$ cat config.mk
export PLATFORM = sky130hd
export DESIGN_NAME = fir_coef_bank_ctrl
export DESIGN_NICKNAME = d
export VERILOG_FILES = /design/src/rtl/fir_coef_bank_ctrl.sv
export SDC_FILE = /design/constraint.sdc
export NUM_CORES = 1
export LEC_CHECK = 0
export BUFFER_PORTS_ARGS = -buffer_cell sky130_fd_sc_hd__buf_2
export CAP_MARGIN = 10
export CORE_MARGIN = 4
export CORE_UTILIZATION = 57
export DETAILED_ROUTE_END_ITERATION = 10
export HOLD_SLACK_MARGIN = 0.03
export PLACE_DENSITY = 0.79
export SLEW_MARGIN = 10
export SYNTH_ARGS = -nofsm -noshare
export SYNTH_HDL_FRONTEND = slang
export SYNTH_SLANG_ARGS = --single-unit
$ cat constraint.sdc
create_clock -name clk -period 3.17 [get_ports clk]
set_clock_uncertainty 0.05 [all_clocks]
set_input_delay 0.1585 -clock clk [delete_from_list [all_inputs] [get_ports clk]]
set_output_delay 0.1585 -clock clk [all_outputs]
set_load 0.02 [all_outputs]
$ cat src/rtl/fir_coef_bank_ctrl.sv
// fir_coef_bank_ctrl
//   Double-buffered FIR coefficient bank controller. A host streams N signed
//   coefficients (tap 0 first) into a shadow bank over a valid/ready
//   handshake. A load of the correct length waits in PEND until the next
//   sample_tick. On that tick the shadow bank is copied into the active bank,
//   so the filter never sees a partially written coefficient set. A load of
//   the wrong length produces a one-cycle err_len pulse. An abort discards the
//   load without touching the active bank.
//
// Parameters
//   N   number of taps (2..64)
//   CW  signed coefficient width
//
// Ports
//   clk          rising-edge clock
//   n_rst        asynchronous active-low reset
//   wr_valid     host beat valid
//   wr_ready     controller can accept a beat (IDLE/LOAD, out of reset)
//   wr_data      signed coefficient
//   wr_last      final beat of a load
//   abort        discard the load in progress or pending
//   sample_tick  filter sample-boundary strobe; the swap happens only here
//   coef_flat    active bank, tap k at [k*CW +: CW]
//   busy         high in LOAD or PEND
//   swap_done    one-cycle pulse, coincident with the coef_flat update
//   err_len      one-cycle pulse on a bad load length
//   cksum        signed sum of the committed set (CW+7 bits)
//
// Build option
//   FIR_COEF_CKSUM_EN  when defined, a running sum of the accepted beats is
//                      committed to cksum at the swap. When undefined, cksum
//                      is tied to zero.

module fir_coef_bank_ctrl #(
  parameter int unsigned N  = 32,
  parameter int unsigned CW = 16
) (
  input  logic                 clk,
  input  logic                 n_rst,
  input  logic                 wr_valid,
  output logic                 wr_ready,
  input  logic signed [CW-1:0] wr_data,
  input  logic                 wr_last,
  input  logic                 abort,
  input  logic                 sample_tick,
  output logic [N*CW-1:0]      coef_flat,
  output logic                 busy,
  output logic                 swap_done,
  output logic                 err_len,
  output logic signed [CW+6:0] cksum
);

  localparam int unsigned IW = $clog2(N);
  localparam logic [IW-1:0] LAST_IDX = IW'(N - 1);

  typedef enum logic [1:0] {S_IDLE, S_LOAD, S_PEND, S_ERR} state_t;

  state_t               state_q, state_d;
  logic [IW-1:0]        idx_q, idx_d;
  logic                 beat;
  logic                 wr_en;
  logic                 swap;
  logic signed [CW-1:0] shadow_q [N];
  logic [N*CW-1:0]      active_q;
  logic                 swap_done_q;

  // wr_ready is gated by n_rst so that it reads 0 while reset is held.
  assign wr_ready  = n_rst & ((state_q == S_IDLE) | (state_q == S_LOAD));
  assign beat      = wr_valid & wr_ready;
  assign busy      = (state_q == S_LOAD) | (state_q == S_PEND);
  assign err_len   = (state_q == S_ERR);
  assign swap_done = swap_done_q;
  assign coef_flat = active_q;

  always_ff @(posedge clk or negedge n_rst) begin
    if (!n_rst) begin
      state_q <= S_IDLE;
      idx_q   <= '0;
    end else begin
      state_q <= state_d;
      idx_q   <= idx_d;
    end
  end

  // idx_q is always 0 in IDLE, because every path back to IDLE clears it.
  // The first beat therefore lands in shadow[0] through the same write port.
  always_comb begin
    state_d = state_q;
    idx_d   = idx_q;
    wr_en   = 1'b0;
    swap    = 1'b0;
    unique case (state_q)
      S_IDLE: begin
        if (beat && !abort) begin
          if (wr_last && (N > 1)) begin
            state_d = S_ERR;
          end else begin
            wr_en   = 1'b1;
            idx_d   = IW'(1);
            state_d = S_LOAD;
          end
        end
      end
      S_LOAD: begin
        if (abort) begin
          state_d = S_IDLE;
          idx_d   = '0;
        end else if (beat) begin
          if (wr_last && (idx_q == LAST_IDX)) begin
            wr_en   = 1'b1;
            idx_d   = '0;
            state_d = S_PEND;
          end else if (wr_last || (idx_q == LAST_IDX)) begin
            idx_d   = '0;
            state_d = S_ERR;
          end else begin
            wr_en = 1'b1;
            idx_d = idx_q + 1'b1;
          end
        end
      end
      S_PEND: begin
        if (abort) begin
          state_d = S_IDLE;
        end else if (sample_tick) begin
          swap    = 1'b1;
          state_d = S_IDLE;
        end
      end
      S_ERR: begin
        state_d = S_IDLE;
      end
      default: begin
        state_d = S_IDLE;
        idx_d   = '0;
      end
    endcase
  end

  always_ff @(posedge clk or negedge n_rst) begin
    if (!n_rst) begin
      for (int unsigned k = 0; k < N; k++) shadow_q[k] <= '0;
      active_q    <= '0;
      swap_done_q <= 1'b0;
    end else begin
      if (wr_en) shadow_q[idx_q] <= wr_data;
      if (swap) begin
        for (int unsigned k = 0; k < N; k++) active_q[k*CW +: CW] <= shadow_q[k];
      end
      swap_done_q <= swap;
    end
  end

`ifdef FIR_COEF_CKSUM_EN
  logic signed [CW+6:0] acc_q;
  logic signed [CW+6:0] cksum_q;

  // The first beat of a load restarts the sum, which is the same as clearing
  // it on entry to LOAD.
  always_ff @(posedge clk or negedge n_rst) begin
    if (!n_rst) begin
      acc_q   <= '0;
      cksum_q <= '0;
    end else begin
      if (wr_en) acc_q <= ((state_q == S_IDLE) ? '0 : acc_q) + (CW+7)'(wr_data);
      if (swap)  cksum_q <= acc_q;
    end
  end

  assign cksum = cksum_q;
`else
  assign cksum = '0;
`endif

endmodule
* After elaboration in Yosys (flattened, before gate mapping)
Index checks and enable logic that the tools add are counted.
** Storage, ports and cells
- Register bits after elaboration :: 1032
- Latch bits :: 0
- RAM bits :: 0
- Memory bits (read-only) :: 0
- Input bits :: 22
- Logic and storage cells :: 91
- Memories :: 0
** Cells by class
- Add/sub/neg operators :: 1
- Multipliers :: 0
- Divide/modulo/power cells :: 0
- $lt $le $gt $ge :: 2
- Equal/unequal tests :: 9
- Shift-type cells :: 0
- Muxes and demuxes :: 29
- Bitwise gates (word level) :: 5
- Reduce and logical (&&, ||, !) cells :: 9
** Operator list (number)
- 512-bit bitwise mux :: 1
- 16-bit demux with 5-bit select :: 1
- 5-bit two-way mux :: 6
- 16-bit two-way mux :: 1
- 2-bit two-way mux :: 8
- 5-bit case mux with 2 select lines :: 1
- 1-bit two-way mux :: 9
- 2-bit case mux with 4 select lines :: 1
- 4-bit AND reduction :: 2
- 6-bit >= comparator, second input constant :: 1
- 6-bit by 1-bit < comparator with 1-bit output, second input constant :: 1
- 3-bit inequality test, second input constant :: 2
- 5-bit NOT with 6-bit output :: 1
- 5-bit by 1-bit adder with 5-bit output, second input constant :: 1
- 5-bit == test, second input constant :: 1
- 2-bit == test, second input constant :: 2
- 4-bit by 2-bit inequality test with 1-bit output, second input constant :: 1
- 1-bit logical AND :: 3
- 1-bit AND :: 2
- 2-bit by 1-bit == test with 1-bit output, second input constant :: 1
- 2-bit zero test :: 1
- 2-bit by 1-bit inequality test with 1-bit output, second input constant :: 1
- 2-bit inequality test, second input constant :: 1
- 1-bit bitwise OR :: 2
- 4 further kinds :: 4

* Depth between registers and ports, before layout
Gate-level depths: netlist of run 1.
- Word-level depth :: 7
- Mapped depth :: 11
- Mapped depth without buffers :: 9

* Worst setup path after synthesis of run 1
OpenSTA, ideal clock, no wires.
- Path kind :: flip-flop to flip-flop
- From :: reg idx_q[0]
- To :: reg shadow_q[133] (netlist name)
- Library setup time :: 0.125 ns
- Arrival time :: 2.634 ns
- Data required time :: 2.995 ns
- Path slack :: 0.361 ns
- Stages on the path, launching flop included :: 12
- Buffers on the path :: 2
- Period minus slack after synthesis :: 2.809 ns
- Path through :: dfrtp_1 ha_1 and3_1 ha_1 inv_1 ha_1 and2b_1 buf_6 o2111ai_4 nor2_4 buf_6 mux2_4
** Between the ends
- Longest elaborated chain between the ends :: 7
** RTL lines
- from (decl) :: RTL line 59 : logic [IW-1:0] idx_q, idx_d;
- from (signal assigned) :: RTL line 81 : idx_q <= idx_d;
- branches (longest 7 deep; another with 6-bit >= comparator)
- to (signal, indexed assignment) :: RTL line 146 : if (wr_en) shadow_q[idx_q] <= wr_data;
- to (decl) :: RTL line 63 : logic signed [CW-1:0] shadow_q [N];
Several ways; the timed one is not identified.
A chain may end at the register's enable or synchronous reset.

* Worst setup path after layout of run 1
- From :: reg idx_q[0]
- To :: reg shadow_q[307] (netlist name)
The elaborated chain is that of the path after synthesis.

==> results of run 1 <==
-- where the power goes --
| group | total, mW | switching, mW | internal [mW] |
|---|---|---|---|
| combinational | 2.72 | 1.89 | 0.827 |
| clock | 12.9 | 5.31 | 7.61 |
| sequential | 14.1 | 0.409 | 13.7 |
| total | 29.7 | 7.61 | 22.1 |
-- flip-flops by register name, summed over array words and instances (netlist names) --
name,count
coef_flat,512
shadow_q,512
idx_q,5
state_q,2
swap_done,1
-- stage by stage --
| stage | total power, mW | setup WS, ns | utilization [%] |
|---|---|---|---|
| after global placement | 16.8 | 0.158 | 62.9 |
| after floorplan | 15.7 | 0.361 | - |
| after global routing | 30.7 | 0.00106 | 68.3 |
| after detailed placement | 16.9 | 0.125 | 62.9 |
| final | 29.7 | 0.145 | 68.3 |
| after CTS | 29.8 | 0.0971 | 68.2 |
-- layer usage --
metal	global-route usage [%]	wire length, µm
met1	39.5	44900
met3	5.01	7180
met4	13.6	5480
met2	49.4	56300
met5	0	0
-- cell usage in the layout, fill, tap and decap left out, drive strengths merged, types with 3 or more instances in the layout --
master,netlist,routed
dlygate4sd3,0,11
conb,1,23
nor3b,4,4
clkbuf,110,140
inv,8,12
nand2b,4,4
o2111ai,4,4
mux2,513,513
nor2,18,18
o2111a,5,5
a21oi,4,4
diode,0,3
bufinv,0,13
clkinvlp,0,3
o21ai,6,6
nand2,1559,1559
ha,12,12
nor3,3,3
buf,114,614
clkinv,0,28
nand3b,4,4
dfrtp,1032,1032
-- area by class of cell --
class	count	share of cell area, %
Antenna cell	3	0.0156
Clock buffer	140	6.09
Clock inverter	48	1.50
Inverter	8	0.0779
Multi-Input combinational cell	2176	28.4
Sequential cell	1032	53.6
Tap cell	940	2.44
Timing Repair Buffer	625	7.89
-- critical path, stage by stage, from the launching register on --
cell,delay [ns]
dfrtp_1,0.42
ha_1,0.23
and3_1,0.18
ha_1,0.19
inv_1,0.06
ha_1,0.21
and2b_1,0.27
buf_4,0.19
o2111ai_4,0.28
nor2_4,0.25
buf_12,0.19
mux2_2,0.35
-- path summary, 6_finish.rpt --
path | cells after the start | endpoint | from
max in group asynchronous | 5 | coef_flat[193] | n_rst
worst min register to register | 2 | coef_flat[16] | shadow_q[480]
worst min-delay path | 2 | shadow_q[68] | wr_data[4]
worst max-delay path | 11 | shadow_q[307] | idx_q[0]
min in group asynchronous | 4 | shadow_q[321] | n_rst
worst max register to register | 11 | shadow_q[307] | idx_q[0]
-- cell families after synthesis --
kind of cell | share of synthesized area [%]
flip-flops | 63.3
buffers and inverters | 3.36
AO/OA/AOI/OAI | 0.697
multiplexers | 16.6
AND/OR/NAND/NOR | 15.6
other | 0.00920
adder cells (fa/ha/maj) | 0.368
-- timing repair --
item / CTS / global route
setup endpoints to repair: 0 / 3
hold endpoints to repair: 500 / 0
hold buffers: 12 / 0
resized for setup: 0 / 0
setup buffers: 0 / 3
==> metrics list, run 1 <==
- The Yosys step of the flow raised 0 warnings.
- Sequential standard cell area: 25800 µm²
* Maximum level of the CTS H-tree: 3
- Commonest cells post-synth: nand2_1 (1543), dfrtp_1 (1032), mux2_4 (260), mux2_2 (248), clkbuf_1 (109)
- Area added between synthesis and finish: 18.1%
- Overall track demand over capacity in global routing: 29.9%
* Ys flop type: dfrtp_1
* Synth Area per Inst: 11.9 µm²
- STA puts the critical path data required time at 3.66 ns.
- Fill cell total of the finished layout: 4717
- The floorplan step set the die width to 275 µm.
- Max transition margin: 23.4%
- Maximum number of buffers from clock root to sink: 3
- Height of the die: 275 µm
- Area of the mapped netlist: 40800 µm²
- The first global-routing pass estimated 172 mm of wire.
- Worst hold slack across all endpoints: 0.0557 ns
- Worst Hold Class: primary input to flop
- Portion of the post-synthesis area used by sequential elements: 63.3%
- Number of enable-type register cells in the synthesized netlist: 0
- Worst setup slack for register-to-register paths: 0.15 ns
* Via-to-Cell Ratio: 5.54
- Area of all placed cells without fillers: 48200 µm²
* Root buffer cell: clkbuf_16
- The placed instances occupy a cell area of 44300 µm².
- Async S/R FF share, synth: 100%
- Cell types occupying the most area after synthesis: dfrtp_1 (63%), nand2_1 (14%), mux2_4 (9.6%)
- STA classifies the critical path startpoint as a flop.
- In the synthesized netlist, the number of instances is 3418.
- Largest voltage drop on the vdd net: 0.429 mV
* Multi-input gate area: 13700 µm²
- After the flow finishes, the layout carries non-filler instances totaling 4972.
* Number of antenna violations at the first check in global routing: 1
* Ratio of cells with drive above 1 in the final layout: 33.4%
* Top cell type by total area after synthesis: dfrtp_1
- Total number of nets in the final design: 3979
* Full die area: 75900 µm²
- Count of endpoints failing setup in the final report: 0
- Weighted congestion at the end of routability-driven global placement: 0.832
- For the finished layout, the period the worst path requires is 3.02 ns.
- The tree built by TritonCTS fans out to 1032 sinks.
* Clock slew seen by the registers of the worst setup and hold paths: 0.06 ns
* Seq cells post-synth: 1032
* Slew of the pin with the lowest slew margin: 1.15 ns
- Dividing total power by cell area gives a power density of 617 nW/µm².
- Overflow left after global routing: 0
- The worst setup path is captured at a flop.
* TritonCTS buffer count: 102
* Placeable core region: 70500 µm²
* Max-cap viol count: 0
- Of all nets on the critical path, the largest fanout is 16.
- The first TritonRoute pass finished after 5 iterations.
- Unrepaired setup endpoints after global routing: false
- Row count: 97
* Highest Clock Rate: 331 MHz
- Post-route ant nets: 0
* Kind of critical path: flop to flop
- The later pin in the worst-skew pair is clocked with a latency of 0.68 ns.
- After synthesis, the largest area contributor takes up 63.3% of total cell area.
* Accumulated negative setup slack: 0 ns
* Pin count of the biggest net entering global routing: 187
* Result of the run: finished clean
- Vias after detailed routing: 27542
- Detailed router's first-iteration violation count: 2677
- Routed Wire Length: 114 mm
- After detailed placement, the design holds a cell count of 4766.
* I/O pins: 561
- For this design the static power due to leakage is 28.0 nW.
- Initial Utilization: 57.8%
* Via count of the first global-routing pass: 28239
- Critical path data arrival time: 3.51 ns
- Top-count cell post-synth: nand2_1
- DPL Wire Length: 69.7 mm
- Post-route DRC violation count: 0
- Period utilisation layout: 95.4%
- Distinct cells, synth: 47
* Max-slew violation count: 0
- CTS tree: yes
* Final Hold Viols: 0
- Input/output buffers: 537
- In the final routed layout, each cell accounts on average for 22.9 µm.
(Power assumes the default switching activity.)
==> run 2: changes to the inputs <==
Clock period 3.17 ns to 2.9 ns, I/O delays scaled along.
==> metrics list, run 2 (same netlist as run 1, synthesis figures left out) <==
- The library cells used most frequently in the layout, excluding fill and tap cells, are nand2_1 (1543), dfrtp_1 (1032), buf_2 (536).
* Count of endpoints failing setup in the final report: 0
- Overall track demand over capacity in global routing: 29.5%
- I/O pins: 561
* Height of the die: 275 µm
- Initial Utilization: 57.8%
- CTS tree: yes
- After clock tree synthesis, the clock-pin slew on the worst setup and hold paths is 0.06 ns.
- The via count of the first global-routing pass is 28101.
- Met3 usage: 4.90%
- Top cell by count, worst path: ha_4
- Overflow left after global routing: 0
- Total Power: 31.5 mW
- Critical path data arrival time: 3.31 ns
* TritonCTS buffer count: 102
- Largest driver fanout on the critical path: 8
- Vias after detailed routing: 27507
- Broken down by cell family, the worst path's largest delay share belongs to adder cells.
* Critical path launch point type: flop
* Routed Wire Length: 113 mm
- Power density cells: 656 nW/µm²
* Floorplan die width: 275 µm
* DP Worst Slack: -0.0195 ns
- Using the TritonRoute via totals, the vias-per-cell ratio works out to 5.54.
* Post-route core utilization: 68.1%
- First-pass GRT wire length: 170 mm
- Total number of nets in the final design: 3981
- In this run the static leakage power is 27.9 nW.
- Insertion delay of the later-clocked pin in the worst-skew pair: 0.67 ns
* Slowest CP cell: o2111ai_4
- The detailed router finished its first iteration with 2448 violations.
- Global Route met1 Usage: 38.8%
- Slack of the critical path: 0.0681 ns
- Max transition margin: 20.2%
- Routability-driven placement finished with a final weighted congestion of 0.846.
* Worst hold slack across all endpoints: 0.0774 ns
- On the worst path, the slowest cell contributes a delay of 0.47 ns.
* Max-cap viol count: 0
* WP buf/inv: 3
* Post-route DRC violation count: 0
- Max-slew violation count: 0
- The count of buffers added on input and output ports is 537.
- The die covers 75900 µm².
- Final Hold Viols: 0
- At the worst endpoint, the required time is 3.38 ns.
- Global-route layer with the greatest usage: met2
- Post-route ant nets: 0
- Global routing used 48.0% of the available met2 tracks.
- Dividing the final minimum period by the clock period gives 97.7%.
- Derived from the worst setup path, the maximum achievable clock frequency is 353 MHz.
- Placeable core region: 70500 µm²
- Entering global routing, the biggest net connects 184 pins.
* Result of the run: finished clean
* CP Capture Type: flop
- Across the VDD grid, the largest voltage drop is 0.458 mV.
* Maximum number of buffers from clock root to sink: 3
* Most frequent standard cell in the layout excluding fill and tap cells: nand2_1
- For the pin with the worst max-slew slack, the measured transition is 1.20 ns.
- In the final layout, the share of cells above drive strength 1 is 33.2%.
- Row count: 97
- Worst Hold Class: primary input to flop
- First-pass detailed-route iteration total: 8
* Critical Path, Cell by Cell: ha_2 > and3_4 > ha_4 > inv_2 > ha_4 > and2b_2 > buf_12 > o2111ai_4 > nor2_4 > clkbuf_16 > mux2_4
* Area added between synthesis and finish: 17.7%
- Kind of critical path: flop to flop
* Routed WL per cell: 22.7 µm
- Maximum level of the CTS H-tree: 3
* Number of antenna violations at the first check in global routing: 1
* CTS sink cnt: 1032
* DPL Wire Length: 68.6 mm
* Root buffer cell: clkbuf_16
- Accumulated negative setup slack: 0 ns
* Time the worst path needs with I/O delays and setup: 2.83 ns
* Unrepaired setup endpoints after global routing: false
==> run 2: final cells by class <==
cell class,instances,area (µm²)
Timing Repair Buffer,627,3900
Sequential cell,1032,25800
Antenna cell,1,2.50
Inverter,8,37.5
Multi-Input combinational cell,2176,13700
Tap cell,940,1180
Clock inverter,33,355
Clock buffer,151,3000
Fill cell,4780,22500
==> run 2: report_power, final <==
group / total [mW] / leakage (nW) / switching, mW / internal, mW
clock network: 13.1 / 1.66 / 5.57 / 7.54
registers: 15.4 / 14.4 / 0.444 / 14.9
logic: 2.98 / 11.8 / 2.07 / 0.917
==> run 2: per-stage QoR <==
stage                     cells  area (µm²)
after detailed placement   4766       44400
after global placement     4766       44400
after CTS                  4965       47900
after floorplan            3440       40900
final                      4968       48000
after global routing       4967       48000
==> run 2: final timing paths <==
path | end | slack, ns | startpoint | cells past startpoint
max | shadow_q[279] | 0.07 | idx_q[0] | 11
min | shadow_q[76] | 0.08 | wr_data[12] | 3
max reg2reg | shadow_q[279] | 0.07 | idx_q[0] | 11
min reg2reg | coef_flat[35] | 0.40 | shadow_q[467] | 2
max in group asynchronous | shadow_q[183] | 1.26 | n_rst | 4
min in group asynchronous | shadow_q[410] | 0.16 | n_rst | 3
==> run 2: what timing repair did <==
| item | 4_1_cts | 5_1_grt |
|---|---|---|
| gates cloned | 0 | 2 |
| endpoints found under the setup margin | 52 | 248 |
| buffers inserted | 4 | 0 |
| endpoints found under the hold margin | 749 | 0 |
| pin swaps | 4 | 8 |
| resized for setup | 0 | 7 |
| hold buffers | 11 | 0 |
==> run 2: layer usage <==
| layer | wire length (µm) | part of all wire (%) |
|---|---|---|
| met2 | 54800 | 49 |
| met4 | 6270 | 5.6 |
| met3 | 7110 | 6.3 |
| met5 | 0 | 0 |
| met1 | 44600 | 40 |
==> run 2: worst register-to-register path, stage by stage (launching register included) <==
cell       delay [ns]
dfrtp_1          0.37
ha_2             0.20
and3_4           0.18
ha_4             0.14
inv_2            0.05
ha_4             0.25
and2b_2          0.25
buf_12           0.15
o2111ai_4        0.47
nor2_4           0.11
clkbuf_16        0.20
mux2_4           0.30
